## src/rtl/ibex_rf_ctx_sequencer.sv

```systemverilog
// Context save/restore sequencer: streams x1..xLAST out of the register file, or writes them back from a stream.
// Latency: save word k is valid 2k cycles after the request; restore word k is written k cycles after the request.
// Backpressure: out_ready_i low holds the save word stable; in_valid_i low stalls restore with no write.
module ibex_rf_ctx_sequencer #(
  parameter bit          RV32E     = 1'b0,
  parameter int unsigned DataWidth = 93
) (
  input  logic                 clk_i,
  input  logic                 rst_ni,
  input  logic                 save_req_i,
  input  logic                 restore_req_i,
  input  logic                 abort_i,
  output logic                 busy_o,
  output logic                 done_o,
  output logic [4:0]           rf_raddr_o,
  input  logic [DataWidth-1:0] rf_rdata_i,
  output logic [4:0]           rf_waddr_o,
  output logic [DataWidth-1:0] rf_wdata_o,
  output logic                 rf_we_o,
  output logic                 out_valid_o,
  input  logic                 out_ready_i,
  output logic [DataWidth-1:0] out_data_o,
  output logic                 out_last_o,
  input  logic                 in_valid_i,
  output logic                 in_ready_o,
  input  logic [DataWidth-1:0] in_data_i
);

  // Highest architectural register index; x0 is never touched.
  localparam logic [4:0] LAST = RV32E ? 5'd15 : 5'd31;

  typedef enum logic [2:0] {
    IDLE     = 3'd0,
    SAVE_RD  = 3'd1,
    SAVE_OUT = 3'd2,
    RESTORE  = 3'd3,
    DONE     = 3'd4
  } state_e;

  state_e               r_state;
  logic [4:0]           r_idx;
  logic [DataWidth-1:0] r_out_data;
  logic                 r_out_valid;
  logic                 r_out_last;
  logic                 r_busy;
  logic                 r_done;
  logic                 w_restore;
  logic                 w_idx_last;

  assign w_restore  = (r_state == RESTORE);
  assign w_idx_last = (r_idx == LAST);

  // Sequencer FSM; stream and status outputs are registered alongside the state.
  always_ff @(posedge clk_i) begin
    if (!rst_ni) begin
      r_state     <= IDLE;
      r_idx       <= 5'd0;
      r_out_data  <= '0;
      r_out_valid <= 1'b0;
      r_out_last  <= 1'b0;
      r_busy      <= 1'b0;
      r_done      <= 1'b0;
    end else begin
      r_done <= 1'b0;
      case (r_state)
        IDLE: begin
          // Save wins a tie; requests outside IDLE are simply dropped.
          if (save_req_i) begin
            r_state <= SAVE_RD;
            r_idx   <= 5'd1;
            r_busy  <= 1'b1;
          end else if (restore_req_i) begin
            r_state <= RESTORE;
            r_idx   <= 5'd1;
            r_busy  <= 1'b1;
          end
        end
        SAVE_RD: begin
          if (abort_i) begin
            r_state <= IDLE;
            r_idx   <= 5'd0;
            r_busy  <= 1'b0;
          end else begin
            r_out_data  <= rf_rdata_i;
            r_out_valid <= 1'b1;
            r_out_last  <= w_idx_last;
            r_state     <= SAVE_OUT;
          end
        end
        SAVE_OUT: begin
          if (abort_i) begin
            // Partial stream is abandoned; valid drops without a handshake.
            r_state     <= IDLE;
            r_idx       <= 5'd0;
            r_busy      <= 1'b0;
            r_out_valid <= 1'b0;
            r_out_last  <= 1'b0;
          end else if (out_ready_i) begin
            r_out_valid <= 1'b0;
            r_out_last  <= 1'b0;
            if (w_idx_last) begin
              r_state <= DONE;
              r_busy  <= 1'b0;
              r_done  <= 1'b1;
            end else begin
              r_idx   <= r_idx + 5'd1;
              r_state <= SAVE_RD;
            end
          end
        end
        RESTORE: begin
          if (abort_i) begin
            r_state <= IDLE;
            r_idx   <= 5'd0;
            r_busy  <= 1'b0;
          end else if (in_valid_i) begin
            if (w_idx_last) begin
              r_state <= DONE;
              r_busy  <= 1'b0;
              r_done  <= 1'b1;
            end else begin
              r_idx <= r_idx + 5'd1;
            end
          end
        end
        DONE: begin
          r_state <= IDLE;
        end
        default: begin
          r_state     <= IDLE;
          r_idx       <= 5'd0;
          r_busy      <= 1'b0;
          r_out_valid <= 1'b0;
          r_out_last  <= 1'b0;
        end
      endcase
    end
  end

  // Register-file ports are combinational from the state so reads and writes land in the owning cycle.
  assign rf_raddr_o  = (r_state == SAVE_RD) ? r_idx : 5'd0;
  assign rf_waddr_o  = w_restore ? r_idx : 5'd0;
  assign rf_wdata_o  = w_restore ? in_data_i : '0;
  assign rf_we_o     = w_restore & in_valid_i & ~abort_i;
  assign in_ready_o  = w_restore;

  assign out_valid_o = r_out_valid;
  assign out_last_o  = r_out_last;
  assign out_data_o  = r_out_data;
  assign busy_o      = r_busy;
  assign done_o      = r_done;

endmodule

```

## config.mk

```make
export PLATFORM = sky130hd
export DESIGN_NAME = ibex_rf_ctx_sequencer
export DESIGN_NICKNAME = d
export VERILOG_FILES = /design/src/rtl/ibex_rf_ctx_sequencer.sv
export SDC_FILE = /design/constraint.sdc
export NUM_CORES = 1
export LEC_CHECK = 0
export ABC_CLOCK_PERIOD_IN_PS = 3050
export CORE_AREA = 10 10 144 146
export DETAILED_ROUTE_END_ITERATION = 12
export DIE_AREA = 0 0 154 156
export PLACE_DENSITY = 0.73
export SLEW_MARGIN = 15
export SYNTH_ARGS = -nofsm -noshare
export SYNTH_HDL_FRONTEND = slang
export SYNTH_SLANG_ARGS = --single-unit
```

## constraint.sdc

```tcl
create_clock -name clk_i -period 3.05 [get_ports clk_i]
set_input_delay 0.305 -clock clk_i [delete_from_list [all_inputs] [get_ports clk_i]]
set_output_delay 0.305 -clock clk_i [all_outputs]
set_load 0.05 [all_outputs]
```

==> qor.tcl <==
set qor(netlist.area_leader.share_pct) 45.7
set qor(pin_count_of_the_biggest_net_entering_global_routing) 61
set qor(worstReg2RegStart) {r_idx[0]}
set qor(critPathRequiredTime_ps) 2740
set qor(final_antenna_net_count) 0
set qor(peakVddDrop_uv) 254
set qor(die_area_sq_mm) 0.0240
set qor(startpoint) {r_state[2]}
set qor(cellLeakagePower_uw) 0.00333
set qor(setup_viol) 0
set qor(final-seq-area_sq_mm) 0.00210
set qor(number_of_global_route_vias_before_repair) 5172
set qor(final.min_clock_period_ps) 2820
set qor(place.port_buffers) 394
set qor(globalRouteTotalUtil_pct) 18.9
set qor(ff2ff_setup_slack_ps) 770
set qor(timing.critical_path.to) {rf_wdata_o[6]}
set qor(initial_core_utilization_pct) 25.8
set qor(clk_buf_depth) 2
set qor(timing.critical_path.to_type) {primary output}
set qor(slew_of_the_pin_with_the_lowest_slew_margin_ps) 694
set qor(worstHoldPathCells) 2
set qor(critical_path.startpoint_type) {flop}
set qor(setup_tns_ps) 0
set qor(timing.final.hold_violations) 0
set qor(detail_route.iter0.violations) 265
set qor(drt-pass1-iter-count) 4
set qor(synth_largest_area_cell) {dfxtp_1}
set qor(floorplan.io_pins) 395
set qor(maxSlewHeadroom_pct) 53.4
set qor(ys_top_cells_by_area) {dfxtp_1 46%, nand2_1 16%, and2_1 14%}
set qor(yosysMostFrequentCell) {nand2_1}
set qor(wire_per_inst_um) 20.4
set qor(run_status) {completed}
set qor(cts_tree) {yes}
set qor(power_density_mw_per_mm2) 463
set qor(syn-num-nets) 800
set qor(worst_path_class_setup) {reg -> out}
set qor(count_of_mapped_cells_out_of_synthesis) 604
set qor(worstRegToRegCells) 7
set qor(post-route-drc-count) 0
set qor(hold_path_class) {reg -> reg}
set qor(grt_setup_unrepaired) {false}
set qor(detailroute.via_count) 5484
set qor(slew_viol_final) 0
set qor(post_route_cells_drive_above_1_share_pct) 8.68
set qor(reg2reg_to) {r_idx[3]}
set qor(setup_ws_pre_cts_ps) 484
set qor(route.detailed.vias_per_inst) 4.52
set qor(syn-mean-instance-area_sq_um) 7.62
set qor(worstSkewPairLatency_ps) 340
set qor(finish.net_count) 1170
set qor(wl_um) 24700
set qor(path_clk_slew_ps) 80
set qor(dpl-instance-area_sq_mm) 0.00865
set qor(areaGrowthSynthToFinish_pct) 94.3
set qor(synth-seq-cells) 105
set qor(worst_ep_arrival_time_ps) 2520
set qor(max-cap-violations) 0
set qor(synth-edff-count) 0
set qor(cts_post_setup_buffers_inserted) 0
set qor(synth_ff_type) {dfxtp_1}
set qor(synth_warnings) 0
set qor(core_area_sq_mm) 0.0178
set qor(footprint_of_the_multi_input_gates_sq_mm) 0.00230
set qor(synth.cells.most_frequent) {192 x nand2_1, 105 x and2_1, 105 x dfxtp_1}
set qor(synth_cell_types) 42
set qor(worstPathMaxFanout) 31
set qor(placer_congestion) 0.900
set qor(chipHeight_um) 156
set qor(dpl.hpwl_um) 20100
set qor(min_period_over_period_pct) 92.5
set qor(die_x_extent_um) 154
set qor(synth_area_sq_mm) 0.00460
set qor(cts_buffers) 9
set qor(cts.sinks) 105
set qor(antenna_found_initial) 3
set qor(final.setup_skew_ps) 9.17
set qor(fmaxAchievable_ghz) 0.355
set qor(grt_first_pass_wirelength_um) 34900
set qor(htreeDepth) 3
set qor(grt-ovfl-total) 0
set qor(ctsRootBufferMaster) {clkbuf_16}
set qor(finalWorstSetupSlack_ps) 230
set qor(rows) 49
set qor(postSynth.asyncResetShare_pct) 0
set qor(fillerInstances) 1719
set qor(finalInstanceArea_sq_mm) 0.00895
set qor(ys_seq_area_share_pct) 45.7
## worst min path at each step
| stage | startpoint | endpoint | slack [ps] |
|---|---|---|---|
| 2_1_floorplan | rf_rdata_i[23] | out_data_o[23] | 440 |
| 3_3_place_gp | out_data_o[63] | out_data_o[63] | 440 |
| 3_5_place_dp | out_data_o[77] | out_data_o[77] | 450 |
| 4_1_cts | out_data_o[52] | out_data_o[52] | 460 |
| 5_1_grt | out_data_o[6] | out_data_o[6] | 470 |
| 6_report | out_data_o[52] | out_data_o[52] | 450 |
## area by class of cell
type,instances,share of cell area [%]
antenna,4,0.112
timing repair buffer,405,44.1
clock inverter,7,0.699
tap,229,3.20
clock buffer,9,2.52
sequential,105,23.5
inverter,3,0.140
multi-input combinational,450,25.7
## critical path, stage by stage (launching register included)
cell,delay [ps]
dfxtp_1,430
and3b_4,560
buf_12,210
and2_1,150
clkdlybuf4s50_1,810
## cell usage in the layout, fill, tap and decap left out, types with 2 or more instances in the layout
master,count
clkdlybuf4s50_1,347
nand2_1,191
dfxtp_1,105
and2_1,104
a21oi_1,99
buf_4,55
clkbuf_16,9
nor2_1,5
diode_2,4
nor3b_1,4
and3_1,3
clkinv_2,3
o21ai_0,3
nor3_1,3
nand4_1,3
ha_1,3
buf_12,3
inv_1,2
nand3_1,2
o311ai_1,2
o21ai_1,2
o32ai_1,2
inv_6,2
## stage by stage
step                cells  util [%]  hold WS [ps]  power [uW]
global placement     1192      48.5           441        3040
detailed placement   1192      48.5           446        3050
floorplan             604         -           441        2390
global route         1209      50.1           470        4330
finish               1212      50.2           454        4150
CTS                  1208      50.1           456        4210
## layer usage
| metal | part of all wire (%) | vias to the layer above | track usage, % | wire [um] |
|---|---|---|---|---|
| li1 | - | 2697 | - | - |
| met1 | 37 | 2533 | 20.2 | 9230 |
| met2 | 51 | 233 | 34.2 | 12700 |
| met3 | 10 | 19 | 8.24 | 2490 |
| met4 | 1.1 | 2 | 3.51 | 265 |
| met5 | 0.053 | - | 0 | 13 |
## cells by family after synthesis
group | after synthesis | synth area share, %
AND/OR/NAND/NOR | 328 | 34.4
AO/OA/AOI/OAI | 119 | 14.5
flip-flops | 105 | 45.7
buffers and inverters | 49 | 4.65
adder cells (fa/ha/maj) | 3 | 0.815
## repair_timing
action                                  4_1_cts  5_1_grt
endpoints found under the setup margin        0       31
resized for setup                             0        1
hold endpoints to repair                      0        0
hold buffers                                  0        0
## report_power, final
part / total (uW) / internal [uW] / switching [uW]
sequential: 1520 / 1460 / 55.7
combinational: 1490 / 587 / 905
clock: 1140 / 571 / 565
## sequential cells by signal, indices dropped and copies added, names as in the netlist
name	count
r_state	3
done_o	1
out_data_o	93
out_valid_o	1
out_last_o	1
r_idx	5
busy_o	1
Note: power is estimated with default switching activity, not from simulation.
